<file path="config.mk">
export PLATFORM = sky130hd
export DESIGN_NAME = mmss_time_core
export DESIGN_NICKNAME = d
export VERILOG_FILES = /design/src/rtl/time_pkg.sv /design/src/rtl/bcd_pair_counter.sv /design/src/rtl/mmss_time_core.sv
export SDC_FILE = /design/constraint.sdc
export NUM_CORES = 1
export LEC_CHECK = 0
export ABC_AREA = 1
export BUFFER_PORTS_ARGS = -buffer_cell sky130_fd_sc_hd__buf_2
export CAP_MARGIN = 20
export CORE_MARGIN = 4
export CORE_UTILIZATION = 56
export DETAILED_ROUTE_END_ITERATION = 7
export GPL_ROUTABILITY_DRIVEN = 0
export GPL_TIMING_DRIVEN = 0
export PLACE_DENSITY = 0.88
export SYNTH_ARGS = -nofsm -noshare
export SYNTH_HDL_FRONTEND = slang
export SYNTH_SLANG_ARGS = --single-unit
</file>
<file path="constraint.sdc">
create_clock -name clk -period 2.9 [get_ports clk]
set_input_delay 0.435 -clock clk [delete_from_list [all_inputs] [get_ports clk]]
set_output_delay 0.435 -clock clk [all_outputs]
set_load 0.005 [all_outputs]
</file>
<file path="src/rtl/time_pkg.sv">
// Shared widths, default wrap points and mode encoding for the mm:ss core.
package time_pkg;

    localparam int BCD_W            = 4;
    localparam int SEC_WRAP_DEFAULT = 59;
    localparam int MIN_WRAP_DEFAULT = 59;

    typedef enum logic [1:0] {
        MODE_RUN    = 2'd0,
        MODE_HOLD   = 2'd1,
        MODE_ADJUST = 2'd2
    } mode_t;

    // Binary 0..99 to a packed {tens, ones} BCD pair.
    function automatic logic [2*BCD_W-1:0] to_bcd(input int value);
        logic [BCD_W-1:0] tens;
        logic [BCD_W-1:0] ones;
        tens = BCD_W'(value / 10);
        ones = BCD_W'(value % 10);
        return {tens, ones};
    endfunction

endpackage

</file>
<file path="src/rtl/bcd_pair_counter.sv">
// Two-digit BCD counter 00..WRAP with a combinational carry on the wrap step.
module bcd_pair_counter
    import time_pkg::*;
#(
    parameter int WRAP = 59
) (
    input  logic             clk,
    input  logic             reset,
    input  logic             inc,
    output logic [BCD_W-1:0] ten,
    output logic [BCD_W-1:0] one,
    output logic             carry
);

    localparam logic [2*BCD_W-1:0] WRAP_BCD = to_bcd(WRAP);

    logic at_wrap;

    // Wrap is decided on the full two-digit value, not on either digit alone.
    assign at_wrap = ({ten, one} == WRAP_BCD);
    assign carry   = inc && at_wrap;

    // BCD increment: wrap to 00 at WRAP, otherwise ones 9->0 carries into tens.
    always_ff @(posedge clk or negedge reset) begin
        if (!reset) begin
            ten <= '0;
            one <= '0;
        end else if (inc) begin
            if (at_wrap) begin
                ten <= '0;
                one <= '0;
            end else if (one == BCD_W'(9)) begin
                one <= '0;
                ten <= ten + BCD_W'(1);
            end else begin
                one <= one + BCD_W'(1);
            end
        end
    end

endmodule

</file>
<file path="src/rtl/mmss_time_core.sv">
// Minutes:seconds timekeeping core with pause toggle and per-field adjust.
module mmss_time_core
    import time_pkg::*;
#(
    parameter int MIN_WRAP = MIN_WRAP_DEFAULT,
    parameter int SEC_WRAP = SEC_WRAP_DEFAULT
) (
    input  logic             clk,
    input  logic             reset,
    input  logic             tick_1hz,
    input  logic             tick_2hz,
    input  logic             tick_4hz,
    input  logic             pause_btn,
    input  logic             adj,
    input  logic             sel,
    output logic [BCD_W-1:0] min_ten,
    output logic [BCD_W-1:0] min_one,
    output logic [BCD_W-1:0] sec_ten,
    output logic [BCD_W-1:0] sec_one,
    output logic             paused,
    output logic             blink,
    output logic             rollover
);

    logic  adj_q;
    logic  sel_q;
    logic  pause_prev;
    logic  pause_edge;
    mode_t mode;
    logic  adj_strobe;
    logic  sec_inc;
    logic  min_inc;
    logic  sec_carry;
    logic  min_carry;

    // Register adj/sel once; the mode decode only ever looks at these copies.
    always_ff @(posedge clk or negedge reset) begin
        if (!reset) begin
            adj_q <= 1'b0;
            sel_q <= 1'b0;
        end else begin
            adj_q <= adj;
            sel_q <= sel;
        end
    end

    // Edge register resets high so a button held through reset does not toggle.
    always_ff @(posedge clk or negedge reset) begin
        if (!reset) begin
            pause_prev <= 1'b1;
        end else begin
            pause_prev <= pause_btn;
        end
    end

    assign pause_edge = pause_btn && !pause_prev;

    // Pause flag toggles on every rising button edge, whatever the mode.
    always_ff @(posedge clk or negedge reset) begin
        if (!reset) begin
            paused <= 1'b0;
        end else if (pause_edge) begin
            paused <= !paused;
        end
    end

    // Mode decode: adjust beats hold, hold beats run.
    always_comb begin
        mode = MODE_RUN;
        if (adj_q) begin
            mode = MODE_ADJUST;
        end else if (paused) begin
            mode = MODE_HOLD;
        end
    end

    // In adjust the 2 Hz tick bumps only the selected field and never carries;
    // tick_1hz is simply not routed anywhere outside RUN, so it is dropped.
    assign adj_strobe = (mode == MODE_ADJUST) && tick_2hz;
    assign sec_inc    = ((mode == MODE_RUN) && tick_1hz) || (adj_strobe && sel_q);
    assign min_inc    = ((mode == MODE_RUN) && sec_carry) || (adj_strobe && !sel_q);

    bcd_pair_counter #(
        .WRAP (SEC_WRAP)
    ) u_sec (
        .clk   (clk),
        .reset (reset),
        .inc   (sec_inc),
        .ten   (sec_ten),
        .one   (sec_one),
        .carry (sec_carry)
    );

    bcd_pair_counter #(
        .WRAP (MIN_WRAP)
    ) u_min (
        .clk   (clk),
        .reset (reset),
        .inc   (min_inc),
        .ten   (min_ten),
        .one   (min_one),
        .carry (min_carry)
    );

    // Rollover pulses only for a counting wrap of both fields, never in adjust.
    always_ff @(posedge clk or negedge reset) begin
        if (!reset) begin
            rollover <= 1'b0;
        end else begin
            rollover <= (mode == MODE_RUN) && min_carry;
        end
    end

    // Blink phase runs on 4 Hz while adjusting and clears as soon as adj drops.
    always_ff @(posedge clk or negedge reset) begin
        if (!reset) begin
            blink <= 1'b0;
        end else if (!adj) begin
            blink <= 1'b0;
        end else if ((mode == MODE_ADJUST) && tick_4hz) begin
            blink <= !blink;
        end
    end

endmodule

</file>
==> impl_metrics.env, run 1 <==
export IMPL_status="finished, final reports clean"
export IMPL_grtUsageTotal_pct=19.10
export IMPL_yosysWarnings=0
export IMPL_drtAntennaViolNets=0
export IMPL_routed_wl_um=2297
export IMPL_multiInputGateArea_um2=540.5
export IMPL_grt_pass1_vias=973
export IMPL_post_cts_setup_buffers=0
export IMPL_cp_max_fo=4
export IMPL_start_kind="register"
export IMPL_dp_cells=184
export IMPL_area_growth_pct=16.19
export IMPL_firstDrtPassIters=4
export IMPL_antenna_found_initial=0
export IMPL_cts_buffers_inserted=3
export IMPL_viasPerCell=5.144
export IMPL_min_period_ns=1.552
export IMPL_setup_tns_ns=0
export IMPL_seqPwrFrac_pct=47.9
export IMPL_synth_nets=147
export IMPL_drive_above_1_share_pct=26.09
export IMPL_p_comb_share_pct=38.3
export IMPL_clockPowerShare_pct=13.7
export IMPL_start_util_pct=59.28
export IMPL_path_class="reg2reg"
export IMPL_rsz0062_at_grt="no"
export IMPL_ioPinCount=27
export IMPL_cts_root_buffer="clkbuf_4"
export IMPL_synth_cell_types=25
export IMPL_max_freq_ghz=0.6443
export IMPL_drt_iter0_drc=18
export IMPL_clock_sinks=22
export IMPL_cts_reportedPaths_clkPinSlew_ns=0.12
export IMPL_maxCapViolations=0
export IMPL_hold_buffers=0
export IMPL_finalMaxSlewViolations=0
export IMPL_switching_share_pct=38.76
export IMPL_die_h_um=53.81
export IMPL_min_period_over_period_pct=53.52
export IMPL_num_fill_cells=153
export IMPL_final_nets=178
export IMPL_drcViolationCount=0
export IMPL_clkLatencyLatePin_ns=0.30
export IMPL_r2r_setup_slack_ns=1.35
export IMPL_synthCells=131
export IMPL_fp_dieW_um=53.81
export IMPL_die_area_um2=2895
export IMPL_grt_pass1_wl_um=3933
export IMPL_yosysSeqAreaShare_pct=46.96
export IMPL_p_switching_mw=0.4024
export IMPL_numPortBuffers=26
export IMPL_grt_overflow_total=0
export IMPL_cts_tree="yes"
export IMPL_setup_viol=0
export IMPL_core_area_um2=1982
export IMPL_maxSlewHeadroom_pct=68.39
export IMPL_p_leak_nw=0.7190
export IMPL_worstReg2RegStart="u_sec.one[1]$_DFFE_PN0P_"
export IMPL_num_antenna_cells=0
export IMPL_routedWlPerCell_um=12.22
export IMPL_vias=967
export IMPL_synth_avg_cell_area_um2=8.969
export IMPL_finalHoldViolCount=0
export IMPL_skew_ns=0.003884
export IMPL_required_ns=3.11
export IMPL_cts_htree_levels=1
export IMPL_r2r_cells=9
export IMPL_rows=16
export IMPL_power_density_nw_per_um2=760.5
export IMPL_total_power_mw=1.038
export IMPL_internal_power_mw=0.6358
export IMPL_netlist_area_um2=1175
export IMPL_critPathCaptureType="register"
export IMPL_ys_seq_elements=22
export IMPL_ctsResizeCount=0
export IMPL_worstHoldPathType="in2async"
export IMPL_clockBufferDepth=2
export IMPL_grt_max_degree=23
export IMPL_regArea_um2=551.8
export IMPL_tightest_slew_ns=0.4741
export IMPL_dp_hpwl_um=1812
export IMPL_layout_cells_non_filler=188
export IMPL_peakVddDrop_mv=0.6815
export IMPL_worstReg2RegEnd="u_min.ten[0]$_DFFE_PN0P_"
export IMPL_crit_arrival_ns=1.76
## cell usage after synthesis, drive strengths merged
| library cell | instances | area share (%) |
|---|---|---|
| dfrtp | 21 | 45 |
| nor3 | 2 | 0.85 |
| ha | 8 | 8.5 |
| o21ai | 4 | 1.7 |
| nand3 | 13 | 6.8 |
| xnor2 | 4 | 3.0 |
| nand2 | 29 | 11 |
| buf | 1 | 1.3 |
| o22ai | 2 | 1.1 |
| clkinv | 1 | 0.32 |
| and3 | 1 | 0.64 |
| nor2 | 16 | 6.2 |
| mux2i | 1 | 0.85 |
| a21oi | 5 | 2.1 |
| o31ai | 1 | 0.64 |
| inv | 17 | 5.4 |
| xor2 | 3 | 2.2 |
| nand3b | 1 | 0.64 |
| dfstp | 1 | 2.2 |
## flip-flops by register name, indices dropped and copies added (netlist names)
register / cells
sel_q: 1
pause_prev: 1
adj_q: 1
u_min.ten: 4
rollover: 1
u_sec.one: 4
blink: 1
u_sec.ten: 4
u_min.one: 4
paused: 1
## power groups by stage
stage | Combinational [mW] | Sequential, mW | Clock [mW]
final | 0.398 | 0.498 | 0.142
after global routing | 0.461 | 0.515 | 0.159
after CTS | 0.405 | 0.498 | 0.147
after detailed placement | 0.402 | 0.504 | 0
after global placement | 0.371 | 0.498 | 0
after floorplan | 0.236 | 0.502 | 0
## final cells by class
| type | instances | share of cell area [%] |
|---|---|---|
| repair buffers | 26 | 9.533 |
| multi-input cells | 90 | 39.60 |
| inverters | 18 | 4.950 |
| well taps | 27 | 2.475 |
| flip-flops and latches | 22 | 40.42 |
| plain buffers | 1 | 1.100 |
| clock buffers | 4 | 1.925 |
## how the worst max path moves through the flow
stage | endpoint | depth (start not counted) | from
finish | u_min.ten[0]$_DFFE_PN0P_ | 9 | u_sec.one[1]$_DFFE_PN0P_
global route | u_min.ten[0]$_DFFE_PN0P_ | 9 | u_sec.one[1]$_DFFE_PN0P_
CTS | u_min.ten[0]$_DFFE_PN0P_ | 9 | u_sec.one[1]$_DFFE_PN0P_
detailed placement | u_min.ten[0]$_DFFE_PN0P_ | 9 | u_sec.one[1]$_DFFE_PN0P_
global placement | u_min.ten[1]$_DFFE_PN0P_ | 9 | u_sec.one[1]$_DFFE_PN0P_
floorplan | u_min.ten[0]$_DFFE_PN0P_ | 9 | u_sec.one[1]$_DFFE_PN0P_
## critical path, stage by stage, from the launching register on
cell,delay (ns)
dfrtp_1,0.41
inv_1,0.10
ha_1,0.17
nand3_2,0.14
nor2_4,0.18
nand3_2,0.10
nand2_4,0.09
nand2_1,0.12
nand2_1,0.10
nand2_1,0.05
## metal layers
layer	up-vias	GRT usage, %	share of wire [%]
met5	-	0	0
met4	0	13.62	2.4
met3	7	3.047	4.7
met2	29	31.85	51
met1	458	22.06	42
li1	473	-	-
## kinds of logic after synthesis
group / Yosys count / synth area share (%)
simple gates: 62 / 25.88
flops: 22 / 46.96
buf+inv: 19 / 7.028
compound gates: 12 / 5.538
fa+ha+maj: 8 / 8.520
xor+xnor: 7 / 5.218
mux: 1 / 0.8520
## stage by stage
step	setup WS (ns)	util [%]	cell area, um^2	hold WS [ns]
floorplan	1.545	-	1175	0.1394
global route	1.237	68.88	1365	0.09193
CTS	1.358	68.88	1365	0.07878
finish	1.348	68.88	1365	0.06387
detailed placement	1.382	67.55	1339	0.4202
global placement	1.464	67.55	1339	0.4174
## cells in the final DEF (no fill, tap or decap)
cell,count
o31ai_1,1
a21oi_1,5
clkbuf_4,3
nand3b_1,1
dfstp_2,1
nand2_1,26
nor2_4,1
o22ai_1,2
inv_2,1
mux2i_1,1
nor3_1,2
clkinv_1,1
o21ai_0,4
nor2_2,2
ha_1,8
buf_2,26
buf_8,1
nand3_2,3
xor2_1,3
and3_2,1
clkbuf_1,1
inv_1,16
dfrtp_1,21
xnor2_1,4
nor2_1,13
nand2_2,1
nand2_4,2
nand3_1,10
Power figures use the tool's default switching activity.
==> run 2: changes to the inputs <==
--- a/config.mk
+++ b/config.mk
@@ -9,11 +9,11 @@
 export BUFFER_PORTS_ARGS = -buffer_cell sky130_fd_sc_hd__buf_2
 export CAP_MARGIN = 20
 export CORE_MARGIN = 4
-export CORE_UTILIZATION = 56
+export CORE_UTILIZATION = 52
 export DETAILED_ROUTE_END_ITERATION = 7
 export GPL_ROUTABILITY_DRIVEN = 0
 export GPL_TIMING_DRIVEN = 0
-export PLACE_DENSITY = 0.88
+export PLACE_DENSITY = 0.83
 export SYNTH_ARGS = -nofsm -noshare
 export SYNTH_HDL_FRONTEND = slang
 export SYNTH_SLANG_ARGS = --single-unit
==> constraint.sdc (replaced) <==
create_clock -name clk -period 1.56 [get_ports clk]
set_input_delay 0.234 -clock clk [delete_from_list [all_inputs] [get_ports clk]]
set_output_delay 0.234 -clock clk [all_outputs]
set_load 0.005 [all_outputs]
==> run 2 against run 1 <==
Worst hold slack got worse by 0.044 ns. Clock skew up 0.0058 ns. Core utilization is 2.5 points higher. Largest power group unchanged.
==> impl_metrics.env, run 2 (synthesized netlist as in run 1, its figures left out) <==
export IMPL_viasPerCell=5.067
export IMPL_grtUsageTotal_pct=15.39
export IMPL_worstReg2RegStart="u_sec.ten[1]$_DFFE_PN0P_"
export IMPL_power_density_nw_per_um2=1413
export IMPL_worst_slack_ns=0.07326
export IMPL_area_growth_pct=25.24
export IMPL_cts_tree="yes"
export IMPL_min_period_over_period_pct=95.30
export IMPL_min_period_ns=1.487
export IMPL_critPathCaptureType="register"
export IMPL_setup_tns_ns=0
export IMPL_holdWs_ns=0.01992
export IMPL_worstHoldPathType="in2reg"
export IMPL_grt_overflow_total=0
export IMPL_die_area_um2=3084
export IMPL_drcViolationCount=0
export IMPL_cts_reportedPaths_clkPinSlew_ns=0.13
export IMPL_clock_sinks=22
export IMPL_drive_above_1_share_pct=32.14
export IMPL_place_area_um2=1339
export IMPL_rows=16
export IMPL_final_nets=185
export IMPL_crit_arrival_ns=1.73
export IMPL_fin_area_um2=1471
export IMPL_fp_dieW_um=55.53
export IMPL_firstDrtPassIters=4
export IMPL_cts_buffers_inserted=3
export IMPL_vias=988
export IMPL_cts_htree_levels=1
export IMPL_setup_viol=0
export IMPL_clockBufferDepth=2
export IMPL_ioPinCount=27
export IMPL_path_class="reg2reg"
export IMPL_antenna_found_initial=0
export IMPL_grt_max_degree=23
export IMPL_cts_root_buffer="clkbuf_4"
export IMPL_required_ns=1.80
export IMPL_skew_ns=0.009688
export IMPL_clkLatencyLatePin_ns=0.31
export IMPL_tightest_slew_ns=0.4775
export IMPL_drt_iter0_drc=31
export IMPL_start_util_pct=56.98
export IMPL_start_kind="register"
export IMPL_max_freq_ghz=0.6726
export IMPL_dp_hpwl_um=1693
export IMPL_routedWlPerCell_um=12.58
export IMPL_layout_common_cells="26 x buf_2, 25 x nand2_1, 21 x dfrtp_1, 14 x inv_1, 13 x nor2_1"
export IMPL_grt_pass1_wl_um=3843
export IMPL_worstReg2RegEnd="u_min.one[2]$_DFFE_PN0P_"
export IMPL_numPortBuffers=26
export IMPL_finalHoldViolCount=0
export IMPL_peakVddDrop_mv=1.209
export IMPL_die_h_um=55.53
export IMPL_status="finished, final reports clean"
export IMPL_grt_pass1_vias=920
export IMPL_layout_commonest_cell="buf_2"
export IMPL_num_antenna_cells=0
export IMPL_dp_slack_ns=0.06463
export IMPL_routed_wl_um=2454
export IMPL_r2r_setup_slack_ns=0.07
export IMPL_maxCapViolations=0
export IMPL_total_power_mw=2.080
export IMPL_crit_end="u_min.one[2]$_DFFE_PN0P_"
export IMPL_crit_start="u_sec.ten[1]$_DFFE_PN0P_"
export IMPL_finalMaxSlewViolations=0
export IMPL_maxSlewHeadroom_pct=68.17
export IMPL_drtAntennaViolNets=0
export IMPL_cp_max_fo=5
export IMPL_r2r_cells=9
export IMPL_p_leak_nw=0.7586
export IMPL_core_area_um2=2062
-- run 2: changes by cell type in the layout (fill, tap and decap cells not counted), sizes merged --
cell         previous run  this run
clkinvlp                0         1
dlygate4sd3             0         2
buf                    27        31
clkinv                  1         0
clkbuf                  4         5
-- run 2: through the flow --
stage / instances / util (%)
floorplan: 131 / -
finish: 195 / 71.36
detailed placement: 184 / 64.93
CTS: 189 / 67.17
global route: 195 / 71.36
global placement: 184 / 64.93
-- run 2: report_power, final --
| part | internal [mW] | total [mW] | leakage [nW] | switching (mW) |
|---|---|---|---|---|
| Sequential | 0.738 | 0.941 | 0.274 | 0.202 |
| Combinational | 0.387 | 0.813 | 0.463 | 0.427 |
| Clock | 0.143 | 0.326 | 0.0210 | 0.183 |
| Total | 1.27 | 2.08 | 0.759 | 0.812 |
-- run 2: area by class of cell --
cell class | instances | area, um^2
buffer | 1 | 15.01
clock buffer | 4 | 36.28
fill | 146 | 590.6
inverter | 18 | 71.32
multi-input combinational | 90 | 558.0
sequential | 22 | 551.8
tap | 27 | 33.78
timing repair buffer | 33 | 205.2
-- run 2: metal layers --
layer,track usage [%],up-vias,share of wire [%]
li1,-,493,-
met1,18.67,457,44
met2,25.51,34,49
met3,3.030,4,5.9
met4,8.333,0,1.2
met5,0,-,0
-- run 2: worst min path at each step --
stage,from,endpoint,slack [ns],cells past startpoint
2_1_floorplan,reset,adj_q$_DFF_PN0_,-0.06,0
3_3_place_gp,reset,u_sec.one[0]$_DFFE_PN0P_,0.22,1
3_5_place_dp,reset,u_sec.one[1]$_DFFE_PN0P_,0.22,1
4_1_cts,pause_btn,pause_prev$_DFF_PN1_,0.01,1
5_1_grt,pause_btn,pause_prev$_DFF_PN1_,0.006,1
6_report,pause_btn,pause_prev$_DFF_PN1_,0.02,1
-- run 2: worst max-delay path: stages (launching register included) --
cell       delay (ns)
dfrtp_1          0.45
inv_2            0.07
ha_2             0.18
nand3_4          0.08
nor2_4           0.15
nand3_2          0.10
nand2_4          0.13
clkbuf_16        0.15
nand2_1          0.04
o21ai_0          0.06
-- run 2: timing repair --
action                                 in CTS  in global routing
setup buffers                               0                  4
resized for setup                           0                  7
endpoints found under the hold margin      21                  1
hold buffers                                1                  1
setup endpoints to repair                   0                  9
==> run 3: changes to the inputs <==
--- a/config.mk
+++ b/config.mk
@@ -9,11 +9,12 @@
 export BUFFER_PORTS_ARGS = -buffer_cell sky130_fd_sc_hd__buf_2
 export CAP_MARGIN = 20
 export CORE_MARGIN = 4
-export CORE_UTILIZATION = 52
+export CORE_UTILIZATION = 55
+export CTS_BUF_LIST = sky130_fd_sc_hd__clkbuf_4
 export DETAILED_ROUTE_END_ITERATION = 7
 export GPL_ROUTABILITY_DRIVEN = 0
 export GPL_TIMING_DRIVEN = 0
-export PLACE_DENSITY = 0.83
+export PLACE_DENSITY = 0.87
 export SYNTH_ARGS = -nofsm -noshare
 export SYNTH_HDL_FRONTEND = slang
 export SYNTH_SLANG_ARGS = --single-unit
==> run 3 against run 2 <==
Fmax up 2.4%. Core utilization down 0.30 points. Clock skew down 0.0044 ns. Flip-flop and latch count unchanged. Largest power group unchanged. Highest routed layer unchanged. Critical path depth unchanged. Non-clock buffer count down 1. Register-to-register slack better by 0.03 ns. Routed wire length down 8.7%. Count of clock-buffer cells in the layout unchanged. Worst hold slack better by 0.012 ns.
==> impl_metrics.env, run 3 (synthesized netlist as in run 1, its figures left out) <==
export IMPL_antenna_found_initial=0
export IMPL_path_cells="inv_1 > ha_1 > nand3_2 > nor2_4 > nand3_2 > nand2_4 > buf_8 > nand3_1 > nand2_1"
export IMPL_cts_tree="yes"
export IMPL_crit_end="u_min.ten[1]$_DFFE_PN0P_"
export IMPL_start_kind="register"
export IMPL_grtUsageTotal_pct=17.23
export IMPL_cts_reportedPaths_clkPinSlew_ns=0.12
export IMPL_worstHoldPathType="in2reg"
export IMPL_critPathCaptureType="register"
export IMPL_die_area_um2=2940
export IMPL_min_period_ns=1.452
export IMPL_num_antenna_cells=0
export IMPL_max_stage_delay_ns=0.40
export IMPL_start_util_pct=58.69
export IMPL_die_h_um=54.22
export IMPL_routed_wl_um=2241
export IMPL_power_density_nw_per_um2=1400
export IMPL_layout_common_cells="26 x buf_2, 25 x nand2_1, 21 x dfrtp_1, 16 x inv_1, 13 x nor2_1"
export IMPL_cts_htree_levels=1
export IMPL_crit_arrival_ns=1.70
export IMPL_peakVddDrop_mv=1.070
export IMPL_vias=970
export IMPL_dp_cells=184
export IMPL_worstReg2RegStart="u_sec.one[1]$_DFFE_PN0P_"
export IMPL_tightest_slew_ns=0.4780
export IMPL_cts_root_buffer="clkbuf_4"
export IMPL_fp_dieW_um=54.22
export IMPL_drtAntennaViolNets=0
export IMPL_fin_area_um2=1423
export IMPL_max_freq_ghz=0.6887
export IMPL_worstReg2RegEnd="u_min.ten[1]$_DFFE_PN0P_"
export IMPL_drcViolationCount=0
export IMPL_cp_num_buf_inv=2
export IMPL_crit_cells=9
export IMPL_clock_sinks=22
export IMPL_grt_pass1_wl_um=3636
export IMPL_crit_start="u_sec.one[1]$_DFFE_PN0P_"
export IMPL_maxCapViolations=0
export IMPL_r2r_setup_slack_ns=0.11
export IMPL_dp_hpwl_um=1677
export IMPL_drt_iter0_drc=8
export IMPL_core_area_um2=2002
export IMPL_total_power_mw=1.991
export IMPL_fin_util_pct=71.06
export IMPL_grt_max_degree=23
export IMPL_place_area_um2=1339
export IMPL_firstDrtPassIters=4
export IMPL_critPathSlowestCell="dfrtp_1"
export IMPL_cp_max_fo=10
export IMPL_viasPerCell=5.000
export IMPL_drive_above_1_share_pct=29.94
export IMPL_path_class="reg2reg"
export IMPL_skew_ns=0.005270
export IMPL_grt_overflow_total=0
export IMPL_crit_top_cell="nand3_2"
export IMPL_ioPinCount=27
export IMPL_finalMaxSlewViolations=0
export IMPL_p_leak_nw=0.7504
export IMPL_layout_cells_non_filler=194
export IMPL_rows=16
export IMPL_maxSlewHeadroom_pct=68.14
export IMPL_setup_viol=0
export IMPL_required_ns=1.81
export IMPL_cp_top_family="simple AND/OR/NAND/NOR gates"
export IMPL_cts_buffers_inserted=3
export IMPL_num_fill_cells=169
export IMPL_setup_tns_ns=0
export IMPL_finalHoldViolCount=0
export IMPL_clkLatencyLatePin_ns=0.30
export IMPL_routedWlPerCell_um=11.55
export IMPL_grt_pass1_vias=882
export IMPL_final_nets=184
export IMPL_status="finished, final reports clean"
export IMPL_r2r_cells=9
export IMPL_numPortBuffers=26
export IMPL_layout_commonest_cell="buf_2"
export IMPL_area_growth_pct=21.09
export IMPL_min_period_over_period_pct=93.08
export IMPL_clockBufferDepth=2
## run 3: changes by cell type in the layout (fill, tap and decap cells not counted), sizes merged
cell / change
buf: +1
dlygate4sd3: -1
clkbuf: -1
## run 3: per-layer routing
layer	track usage, %	vias to the layer above	wire length, um
li1	-	482	-
met1	21.50	452	980
met2	28.69	32	1101
met3	3.542	4	129
met4	7.469	0	29
met5	0	-	0
## run 3: area by class of cell
type                    count  area (um^2)  share of cell area (%)
plain buffers               1        15.01                   1.055
clock buffers               4        30.03                   2.111
inverters                  18        71.32                   5.013
multi-input cells          90        543.0                   38.17
flip-flops and latches     22        551.8                   38.79
well taps                  27        33.78                   2.375
repair buffers             32        177.7                   12.49
## run 3: worst min-delay path by stage
stage / start / to / cells after the start
floorplan: reset / adj_q$_DFF_PN0_ / 0
global placement: reset / u_sec.ten[3]$_DFFE_PN0P_ / 1
detailed placement: reset / u_sec.ten[0]$_DFFE_PN0P_ / 1
CTS: pause_btn / pause_prev$_DFF_PN1_ / 1
global route: pause_btn / pause_prev$_DFF_PN1_ / 1
finish: pause_btn / pause_prev$_DFF_PN1_ / 1
## run 3: metrics by stage
step           worst slack [ns]  hold WS, ns
2_1_floorplan            0.2053     -0.06159
3_3_place_gp             0.1181       0.2222
3_5_place_dp            0.05358       0.2243
4_1_cts                 0.02287      0.02068
5_1_grt                -0.02362     0.008147
6_report                 0.1080      0.03213
## run 3: report_power, final
group / total, mW / switching, mW / internal (mW)
clock network: 0.279 / 0.162 / 0.117
registers: 0.915 / 0.176 / 0.739
logic: 0.797 / 0.410 / 0.388
## run 3: what timing repair did
| item | CTS | global route |
|---|---|---|
| endpoints found under the hold margin | 21 | 0 |
| gates resized for setup | 0 | 2 |
| hold buffers | 1 | 0 |
| setup endpoints to repair | 0 | 9 |
| buffers inserted | 0 | 5 |
